[src/rtl/queue_tx_pkg.sv]
// Shared types and default timing constants for the queue drain transmitter.
package queue_tx_pkg;

  typedef enum logic [2:0] {IDLE, REQ, LOAD, START, DATA, STOP} tx_state_t;

  localparam int unsigned BIT_CYCLES_DEF  = 10;
  localparam int unsigned REQ_TIMEOUT_DEF = 255;

endpackage

[src/rtl/queue_drain_tx_bit_timer.sv]
// Bit-period down-counter: loaded with BIT_CYCLES-1, ticks at zero and reloads itself.
module bit_timer #(
  parameter int BIT_CYCLES = 10
) (
  input  logic clock,
  input  logic reset,
  input  logic load_in,
  input  logic run_in,
  output logic tick_out
);

  localparam int CNT_W = $clog2(BIT_CYCLES);

  logic [CNT_W-1:0] cnt_q, cnt_d;

  always_comb begin
    cnt_d    = cnt_q;
    tick_out = run_in && (cnt_q == '0);
    if (load_in || tick_out) begin
      cnt_d = CNT_W'(BIT_CYCLES - 1);
    end else if (run_in) begin
      cnt_d = cnt_q - 1'b1;
    end
  end

  always_ff @(posedge clock or negedge reset) begin
    if (!reset) begin
      cnt_q <= '0;
    end else begin
      cnt_q <= cnt_d;
    end
  end

endmodule

[src/rtl/queue_drain_tx.sv]
// Pulls bytes from the queue one at a time and sends each as a start/8 data (MSB first)/stop frame.
module queue_drain_tx
  import queue_tx_pkg::*;
#(
  parameter int BIT_CYCLES  = BIT_CYCLES_DEF,
  parameter int REQ_TIMEOUT = REQ_TIMEOUT_DEF,
  parameter int DATA_W      = 8,
  parameter int LEN_W       = 4
) (
  input  logic              clock,
  input  logic              reset,
  input  logic              enable_in,
  input  logic [LEN_W-1:0]  len_in,
  input  logic [DATA_W-1:0] data_in,
  output logic              dequeue_out,
  output logic              serial_out,
  output logic              busy_out,
  output logic              err_out
);

  localparam int CYC_MAX = (BIT_CYCLES > REQ_TIMEOUT) ? BIT_CYCLES : REQ_TIMEOUT;
  localparam int CYC_W   = $clog2(CYC_MAX);
  localparam int BIT_W   = $clog2(DATA_W + 1);

  tx_state_t         state_q, state_d;
  logic [CYC_W-1:0]  cyc_q, cyc_d;
  logic [BIT_W-1:0]  bit_cnt_q, bit_cnt_d;
  logic [LEN_W-1:0]  len_snap_q, len_snap_d;
  logic [DATA_W-1:0] shreg_q, shreg_d;
  logic              dequeue_q, dequeue_d;
  logic              serial_q, serial_d;
  logic              busy_q, busy_d;
  logic              err_q, err_d;
  logic              tick;

  bit_timer #(.BIT_CYCLES(BIT_CYCLES)) u_bit_timer (
    .clock    (clock),
    .reset    (reset),
    .load_in  (state_q == LOAD),
    .run_in   ((state_q == START) || (state_q == DATA) || (state_q == STOP)),
    .tick_out (tick)
  );

  always_comb begin
    state_d    = state_q;
    cyc_d      = cyc_q;
    bit_cnt_d  = bit_cnt_q;
    len_snap_d = len_snap_q;
    shreg_d    = shreg_q;
    err_d      = 1'b0;
    case (state_q)
      IDLE: begin
        if (enable_in && (len_in != '0)) begin
          state_d    = REQ;
          len_snap_d = len_in;
        end
      end
      // Any length change (drain or a concurrent enqueue) means the grant happened.
      REQ: begin
        if (len_in != len_snap_q) begin
          state_d = LOAD;
        end else if (cyc_q == CYC_W'(REQ_TIMEOUT - 1)) begin
          state_d = IDLE;
          err_d   = 1'b1;
        end else begin
          cyc_d = cyc_q + 1'b1;
        end
      end
      LOAD: begin
        shreg_d = data_in;
        state_d = START;
      end
      START: begin
        if (tick) state_d = DATA;
      end
      DATA: begin
        if (tick) begin
          shreg_d = {shreg_q[DATA_W-2:0], 1'b0};
          if (bit_cnt_q == BIT_W'(DATA_W - 1)) begin
            state_d = STOP;
          end else begin
            bit_cnt_d = bit_cnt_q + 1'b1;
          end
        end
      end
      STOP: begin
        if (tick) state_d = IDLE;
      end
      default: state_d = IDLE;
    endcase

    if (state_d != state_q) begin
      cyc_d     = '0;
      bit_cnt_d = '0;
    end

    // Outputs are decoded from next-state so the registered values line up with state_q.
    dequeue_d = (state_d == REQ);
    busy_d    = (state_d != IDLE);
    case (state_d)
      START:   serial_d = 1'b0;
      DATA:    serial_d = shreg_d[DATA_W-1];
      default: serial_d = 1'b1;
    endcase
  end

  always_ff @(posedge clock or negedge reset) begin
    if (!reset) begin
      state_q   <= IDLE;
      cyc_q     <= '0;
      bit_cnt_q <= '0;
      dequeue_q <= 1'b0;
      serial_q  <= 1'b1;
      busy_q    <= 1'b0;
      err_q     <= 1'b0;
    end else begin
      state_q   <= state_d;
      cyc_q     <= cyc_d;
      bit_cnt_q <= bit_cnt_d;
      dequeue_q <= dequeue_d;
      serial_q  <= serial_d;
      busy_q    <= busy_d;
      err_q     <= err_d;
    end
  end

  always_ff @(posedge clock) begin
    len_snap_q <= len_snap_d;
    shreg_q    <= shreg_d;
  end

  assign dequeue_out = dequeue_q;
  assign serial_out  = serial_q;
  assign busy_out    = busy_q;
  assign err_out     = err_q;

endmodule

[config.mk]
export PLATFORM = sky130hd
export DESIGN_NAME = queue_drain_tx
export DESIGN_NICKNAME = d
export VERILOG_FILES = /design/src/rtl/queue_tx_pkg.sv /design/src/rtl/queue_drain_tx_bit_timer.sv /design/src/rtl/queue_drain_tx.sv
export SDC_FILE = /design/constraint.sdc
export NUM_CORES = 1
export LEC_CHECK = 0
export ABC_AREA = 1
export BUFFER_PORTS_ARGS = -buffer_cell sky130_fd_sc_hd__buf_2
export CORE_MARGIN = 5
export CORE_UTILIZATION = 60
export CTS_BUF_LIST = sky130_fd_sc_hd__clkbuf_2 sky130_fd_sc_hd__clkbuf_4 sky130_fd_sc_hd__clkbuf_8
export CTS_CLUSTER_SIZE = 16
export DETAILED_ROUTE_END_ITERATION = 7
export GPL_ROUTABILITY_DRIVEN = 0
export GPL_TIMING_DRIVEN = 0
export PLACE_DENSITY = 0.81
export SYNTH_ARGS = -nofsm -noshare
export SYNTH_HDL_FRONTEND = slang
export SYNTH_SLANG_ARGS = --single-unit
[constraint.sdc]
create_clock -name clock -period 2.6 [get_ports clock]
set_clock_uncertainty 0.15 [all_clocks]
set_input_delay 0 -clock clock [delete_from_list [all_inputs] [get_ports clock]]
set_output_delay 0 -clock clock [all_outputs]
set_load 0.02 [all_outputs]
==> qor.yml <==
yosysMostFrequentCell: "nand2_1"
initial_utilization_pct: 61.0
row_count: 20
tritoncts: "built"
synth_flop_cell: "dfrtp_1"
dpl_cell_area_mm2: 0.00195
crit_arrival_ns: 2.03
avgSynthCellArea_um2: 9.18
status: "complete, no violations"
worstSetupPathType: "reg -> reg"
p_comb_share_pct: 4.7
grt_use_total_pct: 19.6
slew_headroom_pct: 33.6
switchingPower_mw: 0.182
vias_per_cell: 5.34
intPower_mw: 0.728
die_area_mm2: 0.00423
fillers: 234
path_cells: "inv_1 -> ha_1 -> nand3_1 -> o21ai_0"
grt_pass1_vias: 1457
io_buffer_count: 18
hold_path_class: "in -> async"
drtAntennaViolNets: 0
critPathCaptureType: "register"
dp_hpwl_um: 2480
r2r_start: "u_bit_timer.cnt_q[0]"
syn-num-nets: 218
sw_frac_of_total_pct: 20.0
core_mm2: 0.00298
clk_pin_slew_ns: 0.10
p_per_area_mw_per_mm2: 424
r2r_end: "shreg_q[2]"
critPathMaxFanout: 7
worst_pin_slew_ns: 0.985
cap_violations: 0
drcViolationCount: 0
critical-path-max-stage-delay_ns: 0.82
routedWlPerCell_um: 12.8
hold_buffers: 14
synth.distinct_cells: 29
setup_viol: 0
grt_start_max_net_pins: 24
crit_family: "compound AO/OA/AOI/OAI gates"
ys_async_sr_fraction_pct: 65.7
cts_buffers: 5
cts_resized: 0
drive_gt1_share_pct: 18.9
multi_input_area_um2: 781
synth_warnings: 0
seq_area_um2: 927
wl_um: 3480
reg2reg_depth: 4
setup_tns_ns: 0
cts_buffer_depth: 2
power_mw: 0.910
ys_ff_latch: 35
antenna_found_initial: 0
synth.area.top_cells: "dfrtp_1 (30%), edfxtp_1 (18%), nand2_1 (6.8%)"
path_depth: 4
cp-start-kind: "register"
critPathBufInv: 1
synth_edf_count: 11
whs_ns: 0.0240
finalNonFillerCells: 271
pwr-share-seq_pct: 62.1
pwr-share-clk_pct: 33.2
diodes: 0
globalRouteOverflowTotal: 0
pin_count: 19
firstDrtPassIters: 4
synth_top_area_share_pct: 30.3
netlist_area_mm2: 0.00182
num-nets-final: 257
dieWidth_um: 65.0
max_freq_mhz: 449
fin_crit_sh_pct: 85.6
hold_viol: 0
ir_drop_v: 0.000310
leakage_nw: 1.05
clkLatencyLatePin_ns: 0.32
root_buffer: "clkbuf_4"
synth_seq_area_share_pct: 51.0
slew_viol_final: 0
r2r_slack_ns: 0.37
dp.cells: 249
first_iter_violations: 82
yosysTopAreaCell: "dfrtp_1"
fp.dieH_um: 65.0
crit_start: "u_bit_timer.cnt_q[0]"
numClockSinks: 35
synthTopCellsByCount: "nand2_1 (33), nor2_1 (28), inv_1 (23)"
slowest_stage: "o21ai_0"
fin_area_mm2: 0.00215
cts_post_setup_buffers_inserted: 0
cp_data_required_time_ns: 2.40
cts_max_level: 2
crit_path_end: "shreg_q[2]"
synthCells: 198
area_growth_pct: 18.3
grt_pass1_wl_um: 6350
vias: 1446
post-route-min-period_ns: 2.23
rsz0062_at_grt: "false"
## cell usage in the layout, fill, tap and decap left out, types with 3 or more instances in the layout
| cell | n |
|---|---|
| a21oi_1 | 6 |
| a22o_1 | 6 |
| buf_2 | 18 |
| clkbuf_4 | 8 |
| dfrtp_1 | 22 |
| dlygate4sd3_1 | 14 |
| edfxtp_1 | 11 |
| ha_1 | 5 |
| inv_1 | 23 |
| inv_2 | 3 |
| nand2_1 | 33 |
| nand2_2 | 5 |
| nand3_1 | 12 |
| nand4_1 | 8 |
| nor2_1 | 28 |
| o21ai_0 | 5 |
| xor2_1 | 10 |
## layout make-up
cell class                      instances  area share, %
Timing Repair Buffer                   32           10.7
Multi-Input combinational cell        136           36.3
Sequential cell                        35           43.2
Inverter                               26           4.54
Clock buffer                            8           2.80
Tap cell                               33           1.92
Buffer                                  1          0.524
## power groups by stage
stage | combinational [mW] | clock [mW] | sequential, mW
floorplan | 0.00532 | 0 | 0.577
global placement | 0.0245 | 0 | 0.577
detailed placement | 0.0253 | 0 | 0.577
CTS | 0.0416 | 0.313 | 0.566
global route | 0.0476 | 0.353 | 0.566
finish | 0.0424 | 0.302 | 0.566
## metrics by stage
step / worst slack, ns / util (%)
global placement: 0.454 / 65.4
detailed placement: 0.366 / 65.4
floorplan: 0.682 / -
global route: 0.215 / 72.1
CTS: 0.344 / 72.1
finish: 0.374 / 72.1
## state kept, by name, summed over array words and instances, names as in the netlist
| name | count |
|---|---|
| cyc_q | 8 |
| u_bit_timer.cnt_q | 4 |
| bit_cnt_q | 4 |
| serial_out | 1 |
| err_out | 1 |
| dequeue_out | 1 |
| len_snap_q | 4 |
| shreg_q | 8 |
| state_q | 3 |
| busy_out | 1 |
## worst min path at each step
stage	from	end	slack, ns
2_1_floorplan	reset	bit_cnt_q[0]	-0.45
3_3_place_gp	reset	cyc_q[3]	-0.15
3_5_place_dp	reset	cyc_q[3]	-0.15
4_1_cts	reset	cyc_q[0]	0.02
5_1_grt	reset	bit_cnt_q[1]	0.04
6_report	reset	bit_cnt_q[3]	0.02
## kinds of logic after synthesis
family / share of synthesized area (%)
fa+ha+maj: 3.44
compound gates: 8.88
xor+xnor: 4.82
flops: 51.0
simple gates: 25.8
buf+inv: 5.99
## routing by layer
layer	up-vias	global-route usage, %	part of all wire, %
met5	-	0	0
met4	0	7.51	1.5
met3	7	6.24	3.8
met2	32	30.7	49
met1	671	25.4	46
li1	736	-	-
Power figures use the tool's default switching activity.
